--- src/rtl/systolic_stream_ctrl_if.sv ---
// Stream and core-side signal bundle for the systolic stream controller.
// master is the controller's view; slave is the upstream/core/downstream side.
interface systolic_stream_ctrl_if #(
  parameter int N          = 8,
  parameter int DATA_WIDTH = 8,
  parameter int ACC_WIDTH  = 32
);
  logic                        act_valid;
  logic                        act_ready;
  logic [N*DATA_WIDTH-1:0]     act_data;
  logic                        act_last;
  logic [N-1:0]                core_valid_in;
  logic [N*DATA_WIDTH-1:0]     core_x_in;
  logic [N*ACC_WIDTH-1:0]      core_y_in;
  logic [N*ACC_WIDTH-1:0]      core_y_out;
  logic [N-1:0]                core_valid_out;
  logic                        res_valid;
  logic                        res_ready;
  logic [N*ACC_WIDTH-1:0]      res_data;
  logic                        res_last;

  modport master (
    input  act_valid, act_data, act_last, core_y_out, core_valid_out, res_ready,
    output act_ready, core_valid_in, core_x_in, core_y_in, res_valid, res_data, res_last
  );

  modport slave (
    output act_valid, act_data, act_last, core_y_out, core_valid_out, res_ready,
    input  act_ready, core_valid_in, core_x_in, core_y_in, res_valid, res_data, res_last
  );
endinterface

--- src/rtl/systolic_stream_ctrl.sv ---
// Feeds activation rows into the aligned systolic core and buffers its results;
// issue is credit-gated so every in-flight row always has a result FIFO slot.
module systolic_stream_ctrl #(
  parameter int N          = 8,
  parameter int DATA_WIDTH = 8,
  parameter int ACC_WIDTH  = 32,
  parameter int OUT_DEPTH  = 16
) (
  input  logic clk,
  input  logic rst_n,
  input  logic start,
  output logic busy,
  output logic done,
  output logic ovf_err,
  systolic_stream_ctrl_if.master bus
);
  localparam int CW = $clog2(OUT_DEPTH + 1);
  localparam int PW = $clog2(OUT_DEPTH);
  localparam int XW = N * DATA_WIDTH;
  localparam int YW = N * ACC_WIDTH;
  localparam logic [CW-1:0] FULL_C = CW'(OUT_DEPTH);

  typedef enum logic [1:0] {IDLE, STREAM, DRAIN} state_t;

  state_t          state, state_nxt;
  logic            act_rdy, act_hs, res_pop, res_full, res_push;
  logic            ret_all, ret_part, ret;
  logic [CW-1:0]   inflight, res_cnt;
  logic [CW:0]     credit_used;
  logic [PW-1:0]   tag_wp, tag_rp, res_wp, res_rp;
  logic            tag_mem [OUT_DEPTH];
  logic [YW:0]     res_mem [OUT_DEPTH];
  logic            tag_head;
  logic [YW:0]     res_head;
  logic            issue_vld;
  logic [XW-1:0]   issue_dat;

  always_ff @(posedge clk or negedge rst_n) begin
    if (!rst_n) state <= IDLE;
    else        state <= state_nxt;
  end

  always_comb begin
    state_nxt = state;
    case (state)
      IDLE:    if (start) state_nxt = STREAM;
      STREAM:  if (act_hs && bus.act_last) state_nxt = DRAIN;
      DRAIN:   if (res_pop && res_head[YW]) state_nxt = IDLE;
      default: state_nxt = IDLE;
    endcase
  end

  // A pop in the same cycle is not credited, keeping the check purely registered.
  always_comb begin
    busy    = (state != IDLE);
    act_rdy = (state == STREAM) && (credit_used < {1'b0, FULL_C});
  end

  assign credit_used = {1'b0, inflight} + {1'b0, res_cnt};
  assign act_hs      = bus.act_valid && act_rdy;
  assign bus.act_ready = act_rdy;

  assign ret_all  = &bus.core_valid_out;
  assign ret_part = (|bus.core_valid_out) && !ret_all;
  assign ret      = ret_all && (inflight != '0);

  assign tag_head = tag_mem[tag_rp];
  assign res_head = res_mem[res_rp];
  assign res_full = (res_cnt == FULL_C);
  assign res_pop  = bus.res_valid && bus.res_ready;
  assign res_push = ret && (!res_full || res_pop);

  assign bus.res_valid = (res_cnt != '0);
  assign bus.res_data  = bus.res_valid ? res_head[YW-1:0] : '0;
  assign bus.res_last  = bus.res_valid && res_head[YW];

  assign bus.core_valid_in = {N{issue_vld}};
  assign bus.core_x_in     = issue_dat;
  assign bus.core_y_in     = '0;

  always_ff @(posedge clk) begin
    if (act_hs)   tag_mem[tag_wp] <= bus.act_last;
    if (res_push) res_mem[res_wp] <= {tag_head, bus.core_y_out};
  end

  always_ff @(posedge clk or negedge rst_n) begin
    if (!rst_n) begin
      tag_wp    <= '0;
      tag_rp    <= '0;
      res_wp    <= '0;
      res_rp    <= '0;
      inflight  <= '0;
      res_cnt   <= '0;
      issue_vld <= 1'b0;
      issue_dat <= '0;
      ovf_err   <= 1'b0;
      done      <= 1'b0;
    end else begin
      issue_vld <= act_hs;
      issue_dat <= act_hs ? bus.act_data : '0;
      if (act_hs)   tag_wp <= tag_wp + 1'b1;
      if (ret)      tag_rp <= tag_rp + 1'b1;
      if (res_push) res_wp <= res_wp + 1'b1;
      if (res_pop)  res_rp <= res_rp + 1'b1;
      case ({act_hs, ret})
        2'b10:   inflight <= inflight + 1'b1;
        2'b01:   inflight <= inflight - 1'b1;
        default: inflight <= inflight;
      endcase
      case ({res_push, res_pop})
        2'b10:   res_cnt <= res_cnt + 1'b1;
        2'b01:   res_cnt <= res_cnt - 1'b1;
        default: res_cnt <= res_cnt;
      endcase
      // A dropped row still consumes its tag so later results stay aligned.
      if (ret_part || (ret_all && inflight == '0) || (ret && res_full && !res_pop))
        ovf_err <= 1'b1;
      done <= (state == DRAIN) && res_pop && res_head[YW];
    end
  end
endmodule

--- src/flat_wrapper.sv ---
// flat-port wrapper written by rule: the top's interface ports become plain ports
module systolic_stream_ctrl_flat 
#(
  parameter int N          = 8,
  parameter int DATA_WIDTH = 8,
  parameter int ACC_WIDTH  = 32,
  parameter int OUT_DEPTH  = 16
)
  (clk, rst_n, start, busy, done, ovf_err, bus_act_valid, bus_act_data, bus_act_last, bus_core_y_out, bus_core_valid_out, bus_res_ready, bus_act_ready, bus_core_valid_in, bus_core_x_in, bus_core_y_in, bus_res_valid, bus_res_data, bus_res_last);
  systolic_stream_ctrl_if #(.N(N), .DATA_WIDTH(DATA_WIDTH), .ACC_WIDTH(ACC_WIDTH)) bus_i ();
  input  logic clk;
  input  logic rst_n;
  input  logic start;
  output logic busy;
  output logic done;
  output logic ovf_err;
  input wire logic [$bits(bus_i.act_valid)-1:0] bus_act_valid;
  input wire logic [$bits(bus_i.act_data)-1:0] bus_act_data;
  input wire logic [$bits(bus_i.act_last)-1:0] bus_act_last;
  input wire logic [$bits(bus_i.core_y_out)-1:0] bus_core_y_out;
  input wire logic [$bits(bus_i.core_valid_out)-1:0] bus_core_valid_out;
  input wire logic [$bits(bus_i.res_ready)-1:0] bus_res_ready;
  output wire logic [$bits(bus_i.act_ready)-1:0] bus_act_ready;
  output wire logic [$bits(bus_i.core_valid_in)-1:0] bus_core_valid_in;
  output wire logic [$bits(bus_i.core_x_in)-1:0] bus_core_x_in;
  output wire logic [$bits(bus_i.core_y_in)-1:0] bus_core_y_in;
  output wire logic [$bits(bus_i.res_valid)-1:0] bus_res_valid;
  output wire logic [$bits(bus_i.res_data)-1:0] bus_res_data;
  output wire logic [$bits(bus_i.res_last)-1:0] bus_res_last;
  assign bus_i.act_valid = bus_act_valid;
  assign bus_i.act_data = bus_act_data;
  assign bus_i.act_last = bus_act_last;
  assign bus_i.core_y_out = bus_core_y_out;
  assign bus_i.core_valid_out = bus_core_valid_out;
  assign bus_i.res_ready = bus_res_ready;
  assign bus_act_ready = bus_i.act_ready;
  assign bus_core_valid_in = bus_i.core_valid_in;
  assign bus_core_x_in = bus_i.core_x_in;
  assign bus_core_y_in = bus_i.core_y_in;
  assign bus_res_valid = bus_i.res_valid;
  assign bus_res_data = bus_i.res_data;
  assign bus_res_last = bus_i.res_last;
  systolic_stream_ctrl #(.N(N), .DATA_WIDTH(DATA_WIDTH), .ACC_WIDTH(ACC_WIDTH), .OUT_DEPTH(OUT_DEPTH)) u_core (.clk(clk), .rst_n(rst_n), .start(start), .busy(busy), .done(done), .ovf_err(ovf_err), .bus(bus_i));
endmodule
--- config.mk ---
export PLATFORM = sky130hd
export DESIGN_NAME = systolic_stream_ctrl_flat
export DESIGN_NICKNAME = d
export VERILOG_FILES = /design/src/rtl/systolic_stream_ctrl_if.sv /design/src/rtl/systolic_stream_ctrl.sv /design/src/flat_wrapper.sv
export SDC_FILE = /design/constraint.sdc
export NUM_CORES = 2
export LEC_CHECK = 0
export BUFFER_PORTS_ARGS = -buffer_cell sky130_fd_sc_hd__clkbuf_2
export CORE_ASPECT_RATIO = 1.4
export CORE_MARGIN = 8
export CORE_UTILIZATION = 55
export CTS_CLUSTER_DIAMETER = 100
export DETAILED_ROUTE_END_ITERATION = 10
export GPL_ROUTABILITY_DRIVEN = 0
export PLACE_DENSITY_LB_ADDON = 0.3
export SYNTH_ARGS = -nofsm -noshare
export SYNTH_HDL_FRONTEND = slang
export SYNTH_MEMORY_MAX_BITS = 65536
export SYNTH_SLANG_ARGS = --single-unit
export TNS_END_PERCENT = 20
--- constraint.sdc ---
create_clock -name clk -period 33.9 [get_ports clk]
set_input_delay 3.39 -clock clk [delete_from_list [all_inputs] [get_ports clk]]
set_output_delay 3.39 -clock clk [all_outputs]
set_load 0.01 [all_outputs]
==> summary.txt <==
Run status
  • Outcome: finished clean

Clock network
  • Setup Fix Bufs, Post-CTS: 0
  • CTS Buffer Depth: 4
  • Clock sinks: 4,223
  • H-Tree Depth: 5
  • Insertion delay to the later sink of the worst-skew pair: 0.93 ns
  • CTS Buf Count: 385
  • Clock-pin slew on the worst setup and hold paths: 0.06 ns
  • CTS hold repair buffers: 0
  • CTS tree: done
  • CTS resizes: 0
  • Root Driver: clkbuf_16

Synth
  • Top cells by area, synth: edfxtp_1 77%, mux4_2 18%, dfrtp_1 1.5%
  • Post-synth top area share: 76.5%
  • Post-synth EDFFs: 4,128
  • Warning count from the yosys run: 0
  • Share of synthesized registers carrying an async set or reset: 2.25%
  • Yosys cell types: 45
  • Top_reg_cell synth: edfxtp_1
  • Synthesized area: 162,000 µm²
  • Syn avg cell area: 24.5 µm²
  • Synth area leader: edfxtp_1
  • Register bit count reported by yosys: 4,223
  • Cell count after synthesis: 6,601
  • Seq/Total Area, Yosys: 78.0%

Global route
  • GRT Total Usage: 23.5%
  • Global-route wire length before repair: 537 mm
  • Vias in the first global route: 76,373
  • Pin count of the biggest net entering global routing: 171
  • Initial antenna violation count: 108
  • Gr ovfl total: 0

Final layout
  • Register area: 126,000 µm²
  • # fillers: 19,562
  • Nets: 7,809
  • Multi-input logic area: 33,300 µm²
  • Final cell count without fillers: 11,733
  • Area Overhead vs Synth: 12.1%
  • Share of cells above drive strength 1: 34.4%

Route
  • Vias/cell: 6.18
  • Routed vias: 72,494
  • Initial DRC count: 8,284
  • DRC: 0
  • WL/cell: 31.9 µm
  • Drt first pass iters: 6
  • Routed WL: 375 mm
  • Post-route ant nets: 0

Worst setup path
  • Reg2Reg Depth: 9
  • Endpoint type of the worst setup path: primary output
  • CP startpoint kind: flop
  • FF-to-FF End: u_core.res_mem[6][64]$_DFFE_PP_
  • Worst path most repeated cell: buf_4
  • Worst endpoint required time: 30.51 ns
  • Worst path bufs/invs: 6
  • Crit path max fanout: 44
  • Critical Path Max Stage Delay: 0.87 ns
  • Worst path cell trace: buf_4 -> buf_4 -> buf_4 -> buf_4 -> buf_4 -> mux4_2 -> mux4_2 -> and2_1 -> clkbuf_2
  • CP Class: reg -> out
  • Cell family with most CP delay: buffers and inverters
  • Worst r2r src: u_core.inflight[2]$_DFFE_PN0P_
  • CP arrival: 7.42 ns
  • Slowest CP cell: dfrtp_4
  • R2r setup slk: 27.36 ns

Timing
  • Worst-Margin Slew: 1.17 ns
  • Setup TNS: 0 ns
  • Final hold viol count: 0
  • Skew final: 0.0491 ns
  • Worst slew margin: 21.8%
  • Unrepaired setup endpoints after global routing: no
  • Final period util: 31.9%
  • Slew Limit Fails: 0
  • Fmax: 0.0925 GHz
  • Final min period: 10.81 ns
  • Setup Viol. Count Final: 0

Floorplan
  • Row cnt: 236
  • Core area: 294,000 µm²
  • Die Span X: 475 µm
  • Die area: 312,000 µm²
  • Die Y: 658 µm
  • Boundary pin count: 924
  • Initial Util: 55.1%

Worst hold path
  • Worst Hold Depth: 1
  • Worst Hold Class: reg -> reg
  • Hold EP: u_core.ovf_err$_DFFE_PN0P_
  • Hold_sp: u_core.ovf_err$_DFFE_PN0P_

Placed design
  • Detailed Place HPWL: 196 mm
  • Port bufs: 667
  • Placed cells: 10,992

Power and ir drop
  • Leak: 58.3 nW
  • Max rail drop VDD: 0.0760 mV
  • Pwr/cell area: 77.7 nW/µm²

Flow run
  • Max_cap viols: 0
==> power by group <==
group	switching (mW)	internal [mW]	leakage (nW)
registers	0.0643	5.76	38.3
logic	2.03	1.98	14.0
clock network	1.87	2.40	5.99
total	3.96	10.1	58.3
==> per-stage QoR <==
step                util [%]  total power, mW  hold WS (ns)  setup slack [ns]  instance area (µm²)
floorplan                  -             8.71         0.442             10.92               163000
detailed placement      57.5             10.0         0.466             23.67               169000
global route            61.7             14.6         0.502             22.28               182000
CTS                     61.7             14.3         0.479             22.65               181000
finish                  61.8             14.1         0.480             23.09               182000
global placement        57.5             9.98         0.465             23.75               169000
==> synthesized netlist by cell type (2+ instances only) <==
master	n
buf_6	5
dfrtp_1	95
edfxtp_1	4128
buf_4	265
a21o_1	3
nor3_1	5
a32o_1	2
a31oi_1	2
mux2_2	6
or2_2	4
o21ai_0	6
and2_1	321
mux2i_1	3
nand3_1	2
nand2_1	12
nor2_1	21
xor2_1	7
nand2b_1	3
a21oi_1	6
and3_1	15
nor4_1	3
inv_1	13
nor2b_1	4
clkbuf_1	151
xnor2_1	15
nand4_1	5
ha_1	21
mux4_2	1289
buf_1	49
buf_2	125
==> final cells by class <==
cell class,instances,share of cell area (%)
antenna,45,0.0620
clock buffer,462,5.54
timing repair buffer,805,2.54
multi-input combinational,2024,18.3
sequential,4223,69.6
clock inverter,233,1.23
tap,3927,2.71
inverter,14,0.0331
==> worst max-delay path by stage <==
stage                                             from                             end  slack, ns  cells after the start
after floorplan                  bus_core_valid_out[1]  u_core.res_mem[3][0]$_DFFE_PP_      10.92                      6
after global placement    u_core.res_rp[0]$_DFFE_PN0N_               bus_res_data[174]      23.75                      9
after detailed placement  u_core.res_rp[0]$_DFFE_PN0N_               bus_res_data[174]      23.67                      9
after CTS                 u_core.res_rp[0]$_DFFE_PN0N_               bus_res_data[138]      22.65                      9
after global routing      u_core.res_rp[0]$_DFFE_PN0N_               bus_res_data[174]      22.28                      9
final                     u_core.res_rp[0]$_DFFE_PN0N_               bus_res_data[174]      23.09                      9
==> sequential cells by signal, summed over array words and instances, names as in the netlist <==
name	cells
u_core.tag_wp	4
u_core.tag_mem	16
u_core.res_rp	4
u_core.res_wp	4
u_core.res_cnt	5
u_core.done	1
u_core.issue_vld	1
u_core.inflight	5
u_core.ovf_err	1
u_core.bus.core_x_in	64
u_core.tag_rp	4
u_core.res_mem	4112
u_core.state	2
==> logic make-up (layout without fill, tap and decap cells) <==
logic type	Yosys count	count (layout)	synth area share (%)
buffers and inverters	609	1514	2.14
and+or+nand+nor	399	399	1.49
muxes	1298	1298	18.0
other	1	301	0.00231
adders and majority gates	22	22	0.175
xor gates and xnor gates	22	22	0.119
DFF	4223	4223	78.0
AOI/OAI and AO/OA	27	27	0.121
==> layout by cell type, fill, tap and decap left out, types with 15 or more instances in the layout <==
master | Yosys | routed
clkinv_2 | 0 | 77
clkbuf_16 | 0 | 391
xnor2_1 | 15 | 15
diode_2 | 0 | 45
mux4_2 | 1289 | 1289
ha_1 | 21 | 21
clkinv_1 | 0 | 83
and2_1 | 321 | 321
buf_12 | 0 | 17
clkbuf_2 | 0 | 666
bufinv_16 | 0 | 37
and3_1 | 15 | 15
clkbuf_1 | 151 | 70
edfxtp_1 | 4128 | 4128
clkinvlp_4 | 0 | 17
dfrtp_1 | 95 | 91
conb_1 | 1 | 256
buf_4 | 265 | 121
==> routing by layer <==
layer / GRT usage, % / vias to the layer above / share of wire [%]
met5: 0 / - / 0.13
met2: 39.8 / 3200 / 51
met4: 7.29 / 74 / 3.1
li1: - / 29290 / -
met1: 30.8 / 39286 / 37
met3: 5.45 / 644 / 8.4
No activity file was read; power rests on OpenSTA's default activity.
